`src/rtl/note_player.sv`:
```
// Note player: takes note commands, looks up the half-period in an external table,
// and plays a square-wave tone for (len+1) beats. Define NOTE_GAP_EN for a silent gap after each note.
module note_player #(
  parameter int unsigned PRESCALE   = 2,
  parameter int unsigned BEAT_TICKS = 256,
  parameter int unsigned GAP_TICKS  = 8
) (
  input  logic       clk,
  input  logic       rst_n,
  input  logic       note_valid,
  output logic       note_ready,
  input  logic [3:0] note_idx,
  input  logic       note_high,
  input  logic [3:0] note_len,
  output logic [3:0] db_address,
  output logic       db_highkey,
  input  logic [7:0] db_entry,
  output logic       tone_out,
  output logic       busy
);

  localparam int unsigned PW = (PRESCALE > 1) ? $clog2(PRESCALE) : 1;
  localparam int unsigned CW = $clog2(BEAT_TICKS);
  localparam logic [PW-1:0] PRE_MAX = PW'(PRESCALE - 1);
  localparam logic [CW-1:0] CYC_MAX = CW'(BEAT_TICKS - 1);

`ifdef NOTE_GAP_EN
  localparam int unsigned GW = (GAP_TICKS > 1) ? $clog2(GAP_TICKS) : 1;
  localparam logic [GW-1:0] GAP_MAX = GW'(GAP_TICKS - 1);
  typedef enum logic [1:0] {IDLE, LOAD, PLAY, GAP} state_t;
  logic [GW-1:0] gap_q, gap_d;
`else
  typedef enum logic [1:0] {IDLE, LOAD, PLAY} state_t;
`endif

  state_t        state_q, state_d;
  logic [3:0]    addr_q, addr_d;
  logic          high_q, high_d;
  logic [3:0]    len_q, len_d;
  logic [7:0]    period_q, period_d;
  logic [PW-1:0] pre_q, pre_d;
  logic [7:0]    half_q, half_d;
  logic [CW-1:0] cyc_q, cyc_d;
  logic [3:0]    beat_q, beat_d;
  logic          tone_q, tone_d;

  always_ff @(posedge clk or negedge rst_n) begin
    if (!rst_n) begin
      state_q  <= IDLE;
      addr_q   <= '0;
      high_q   <= 1'b0;
      len_q    <= '0;
      period_q <= '0;
      pre_q    <= '0;
      half_q   <= '0;
      cyc_q    <= '0;
      beat_q   <= '0;
      tone_q   <= 1'b0;
`ifdef NOTE_GAP_EN
      gap_q    <= '0;
`endif
    end else begin
      state_q  <= state_d;
      addr_q   <= addr_d;
      high_q   <= high_d;
      len_q    <= len_d;
      period_q <= period_d;
      pre_q    <= pre_d;
      half_q   <= half_d;
      cyc_q    <= cyc_d;
      beat_q   <= beat_d;
      tone_q   <= tone_d;
`ifdef NOTE_GAP_EN
      gap_q    <= gap_d;
`endif
    end
  end

  always_comb begin
    state_d  = state_q;
    addr_d   = addr_q;
    high_d   = high_q;
    len_d    = len_q;
    period_d = period_q;
    pre_d    = pre_q;
    half_d   = half_q;
    cyc_d    = cyc_q;
    beat_d   = beat_q;
    tone_d   = tone_q;
`ifdef NOTE_GAP_EN
    gap_d    = gap_q;
`endif
    case (state_q)
      IDLE: begin
        if (note_valid) begin
          addr_d  = note_idx;
          high_d  = note_high;
          len_d   = note_len;
          state_d = LOAD;
        end
      end
      LOAD: begin
        period_d = db_entry;
        pre_d    = '0;
        half_d   = '0;
        cyc_d    = '0;
        beat_d   = '0;
        tone_d   = 1'b0;
        state_d  = PLAY;
      end
      PLAY: begin
        pre_d = (pre_q == PRE_MAX) ? '0 : pre_q + 1'b1;
        // A zero period is a rest: the half-period counter stays parked.
        if (pre_q == PRE_MAX && period_q != '0) begin
          if (half_q == period_q - 8'd1) begin
            tone_d = ~tone_q;
            half_d = '0;
          end else begin
            half_d = half_q + 8'd1;
          end
        end
        if (cyc_q == CYC_MAX) begin
          cyc_d = '0;
          if (beat_q == len_q) begin
            tone_d = 1'b0;
`ifdef NOTE_GAP_EN
            gap_d   = '0;
            state_d = GAP;
`else
            state_d = IDLE;
`endif
          end else begin
            beat_d = beat_q + 4'd1;
          end
        end else begin
          cyc_d = cyc_q + 1'b1;
        end
      end
`ifdef NOTE_GAP_EN
      GAP: begin
        tone_d = 1'b0;
        if (gap_q == GAP_MAX) state_d = IDLE;
        else                  gap_d   = gap_q + 1'b1;
      end
`endif
      default: state_d = IDLE;
    endcase
  end

  assign note_ready = (state_q == IDLE);
  assign busy       = (state_q != IDLE);
  assign db_address = addr_q;
  assign db_highkey = high_q;
  assign tone_out   = tone_q;

endmodule

```
`config.mk`:
```
export PLATFORM = sky130hd
export DESIGN_NAME = note_player
export DESIGN_NICKNAME = d
export VERILOG_FILES = /design/src/rtl/note_player.sv
export SDC_FILE = /design/constraint.sdc
export NUM_CORES = 1
export LEC_CHECK = 0
export ABC_AREA = 1
export CAP_MARGIN = 5
export CORE_MARGIN = 2
export CORE_UTILIZATION = 62
export DETAILED_ROUTE_END_ITERATION = 16
export DONT_BUFFER_PORTS = 1
export PLACE_DENSITY = 0.81
export SYNTH_ARGS = -nofsm -noshare
export SYNTH_HDL_FRONTEND = slang
export SYNTH_SLANG_ARGS = --single-unit
```
`constraint.sdc`:
```
create_clock -name clk -period 2.5 [get_ports clk]
set_clock_uncertainty 0.2 [all_clocks]
set_input_delay 0.375 -clock clk [delete_from_list [all_inputs] [get_ports clk]]
set_output_delay 0.375 -clock clk [all_outputs]
set_load 0.01 [all_outputs]
```
==> metrics.md <==
| Metric | Value |
|---|---|
| Status | completed |
| Total power | roughly 2600 uW |
| # H-tree levels | 2 |
| Reg-to-Reg Start | period_q[0] |
| Cell chain of the critical path | inv_1 > ha_1 > xor2_1 > nand2_1 > nor3_2 > nand2_2 > a21oi_4 > nor2_1 |
| CTS Root Cell | clkbuf_4 |
| Initial Utilization | 0.664 |
| DP HPWL | roughly 3100 microns |
| Placed insts | about 320 |
| Post-synth top cells | nand2_1 (75), dfrtp_1 (41), nor2_1 (32) |
| Crit-path slowest cell | dfrtp_1 |
| Worst r2r dst | half_q[6] |
| Detailed Routing Iterations Pass 1 | 4 |
| Fin util | 0.759 |
| Max cap viols | 0 |
| Antenna-violating nets left | 0 |
| Fin crit period | 2010 ps |
| Routed vias | between 1500 and 2000 |
| Post-Syn Nets | 305 |
| Number of enable flip-flop cells after synthesis | 0 |
| Relative slew margins | 0.715 |
| Sw Share | 0.446 |
| Die Ht | 64.5 microns |
| Starting DRT DRC Count | between 100 and 150 |
| Row cnt | 21 |
| Reg clk slew, reported paths | 120 ps |
| Post-Layout Cell Count | between 300 and 400 |
| Area grow syn2layout | 14.3% |
| Antenna cells | 0 |
| TritonCTS buffer count | 5 |
| Cts repair resizes | 0 |
| CTS tree | built |
| Clock sinks | between 40 and 50 |
| Crit path kind | flop to flop |
| Sequential area share after synthesis | 0.453 |
| CTS Buffer Depth | 2 |
| Most area-hungry cell type in the Yosys netlist | dfrtp_1 |
| Pint | between 1000 and 1500 uW |
| Leading cell types by total area after synthesis | dfrtp_1 (45%), nand2_1 (12%), nor2_1 (5.3%) |
| IO buf count | 0 |
| Horiz. Die Dim | 64.5 microns |
| Largest net degree at the start of global routing | 42 |
| Syn Inst Count | 277 |
| Most frequent cell after synthesis | nand2_1 |
| Hold depth | 3 |
| Lkg Pwr | 0.00126 uW |
| Die ar. | ~4200 sq um |
| Startpoint types | flop |
| Gpl congestion | between 0.9 and 1 |
| DRC Markers | 0 |
| Worst-margin pin slew | 427 ps |
| Share of layout cells above drive strength 1 | 0.102 |
| Sw Pwr | approximately 1200 uW |
| NumNets Final | 330 |
| RSZ-0062 raised after global routing | false |
| First-pass GRT wire length | 8070 microns |
| R2R cell count | 8 |
| Final Hold Viols | 0 |
| Synthesized flop and latch total | just over 40 |
| Overflow after GRT | 0 |
| DP Worst Slack | 498 ps |
| Fmax achieved | just under 500 MHz |
| Ys async rst share | 1.00 |
| Netlist Area Pre-Place | about 2300 sq um |
| Core area | around 3400 sq um |
| DR WL/cell | between 10 and 15 microns |
| Yosys cell types | 28 |
| Aggregate routed wire length | between 4000 and 5000 microns |
| Critical path's largest stage delay | slightly above 400 ps |
| Power Density | between 1000 and 1500 nW/um^2 |
| # fillers | ~270 |
| Crit Path Max Fanout | 6 |
| Skew-Pair Late Insertion Delay | ~350 ps |
| Crit end category | flop |
| Top cell type's share of synthesized area | 0.453 |
| FF-to-FF setup slack | 490 ps |
| Pins Over Slew Limit | 0 |
| Most common flop cell mapped by yosys | dfrtp_1 |
| I/O pins | 28 |
| Gr usage total | 0.250 |
| Postcts setup bufs | 0 |
| Vias in the first global route | about 1800 |
| Worst hold path type | input pin to flop |
| Power share of the clock group | 0.136 |
| Ys Warns | 0 |
| Hold endpoint | state_q[0] |
| Via/cell ratio | between 5 and 6 |
| Final Cycle Share | 0.805 |
| Setup_tns | 0 ps |
| Syn_area_per_cell | ~8 sq um |
| Worst VDD drop | 679 uV |
| # setup viols final | 0 |
| CP Data Required Time | 2550 ps |
| Reg power frac | 0.406 |
| Comb power frac | 0.458 |
| CP arrival | a little over 2000 ps |
| Setup WS post-layout | 487 ps |
| Initial antenna violation count | 0 |
| HP Start | note_valid |
-- worst max path at each step --
stage / start / endpoint / slack [ps] / cells after the start
floorplan: period_q[0] / half_q[2] / 640 / 8
global placement: period_q[0] / half_q[4] / 550 / 8
detailed placement: period_q[0] / half_q[5] / 500 / 8
CTS: period_q[0] / half_q[6] / 460 / 8
global route: period_q[0] / half_q[6] / 280 / 11
finish: period_q[0] / half_q[6] / 490 / 8
-- final cells by class --
cell class                 instances  area, sq um  area share
multi-input combinational        203         1120       0.431
clock buffer                       6         51.3      0.0198
clock inverter                     2         13.8     0.00531
tap                               46         57.6      0.0222
timing repair buffer              21          215      0.0830
sequential                        41         1030       0.396
inverter                          30          113      0.0434
-- stage by stage --
| step | instance area [sq um] | hold slack (ps) |
|---|---|---|
| finish | 2590 | 197 |
| global route | 2590 | 214 |
| CTS | 2590 | 129 |
| detailed placement | 2330 | -120 |
| global placement | 2330 | -119 |
| floorplan | 2270 | -121 |
-- layout by cell type (no fill, tap or decap) --
cell and count:
o21ai_2 2, or2_0 1, xnor2_1 5, buf_12 1
o31ai_1 2, inv_1 30, a21oi_2 1, clkbuf_4 5
nand2_1 75, buf_4 2, clkbuf_8 1, mux2_2 10
clkinv_2 1, nor3_2 1, nand4_1 3, and3_1 1
o22ai_1 1, nor2_1 32, a21o_1 1, nor3_1 6
xor2_1 10, nor3b_1 1, o21ai_0 14, nand3_1 16
a21oi_1 6, clkinv_4 1, dlygate4sd3_1 18, ha_1 8
a22o_1 1, dfrtp_1 41, nand2_2 2, nor2_2 3
a21oi_4 1
-- cells by family (layout without fill, tap and decap cells) --
group           Yosys count  in the layout  share of synthesized area
mux                      10             10                     0.0497
buf+inv                  33             59                     0.0552
xor+xnor                 15             15                     0.0579
compound gates           29             29                     0.0795
flops                    41             41                      0.453
fa+ha+maj                 8              8                     0.0442
simple gates            141            141                      0.261
-- timing repair --
action / CTS / global route
hold endpoints to repair: 58 / 0
endpoints found under the setup margin: 0 / 0
hold buffers: 19 / 0
-- power groups by stage --
stage	Combinational, uW	Clock (uW)	Sequential (uW)
finish	1210	358	1070
floorplan	943	0	1030
global placement	1110	0	1070
detailed placement	1140	0	1080
CTS	1190	367	1060
global route	1370	391	1090
-- worst max-delay path, delay by kind of cell, from the launching register on --
kind                       cells  cell delay [ps]
and+or+nand+nor                4              530
adders and majority gates      1              270
buffers and inverters          1              160
DFF                            1              410
xor gates and xnor gates       1              150
AOI/OAI and AO/OA              1              190
-- sequential cells by signal (all words and copies together), names as in the netlist --
signal,count
len_q,4
pre_q,1
db_highkey,1
db_address,4
beat_q,4
half_q,8
state_q,2
cyc_q,8
period_q,8
tone_out,1
-- layer usage --
| layer | wire [microns] | GRT usage | vias to the layer above |
|---|---|---|---|
| met5 | 0 | 0 | - |
| met4 | 73 | 0.0691 | 0 |
| met3 | 190 | 0.0469 | 11 |
| met1 | 2010 | 0.332 | 838 |
| met2 | 2310 | 0.423 | 44 |
| li1 | - | - | 938 |
(Power assumes the default switching activity.)
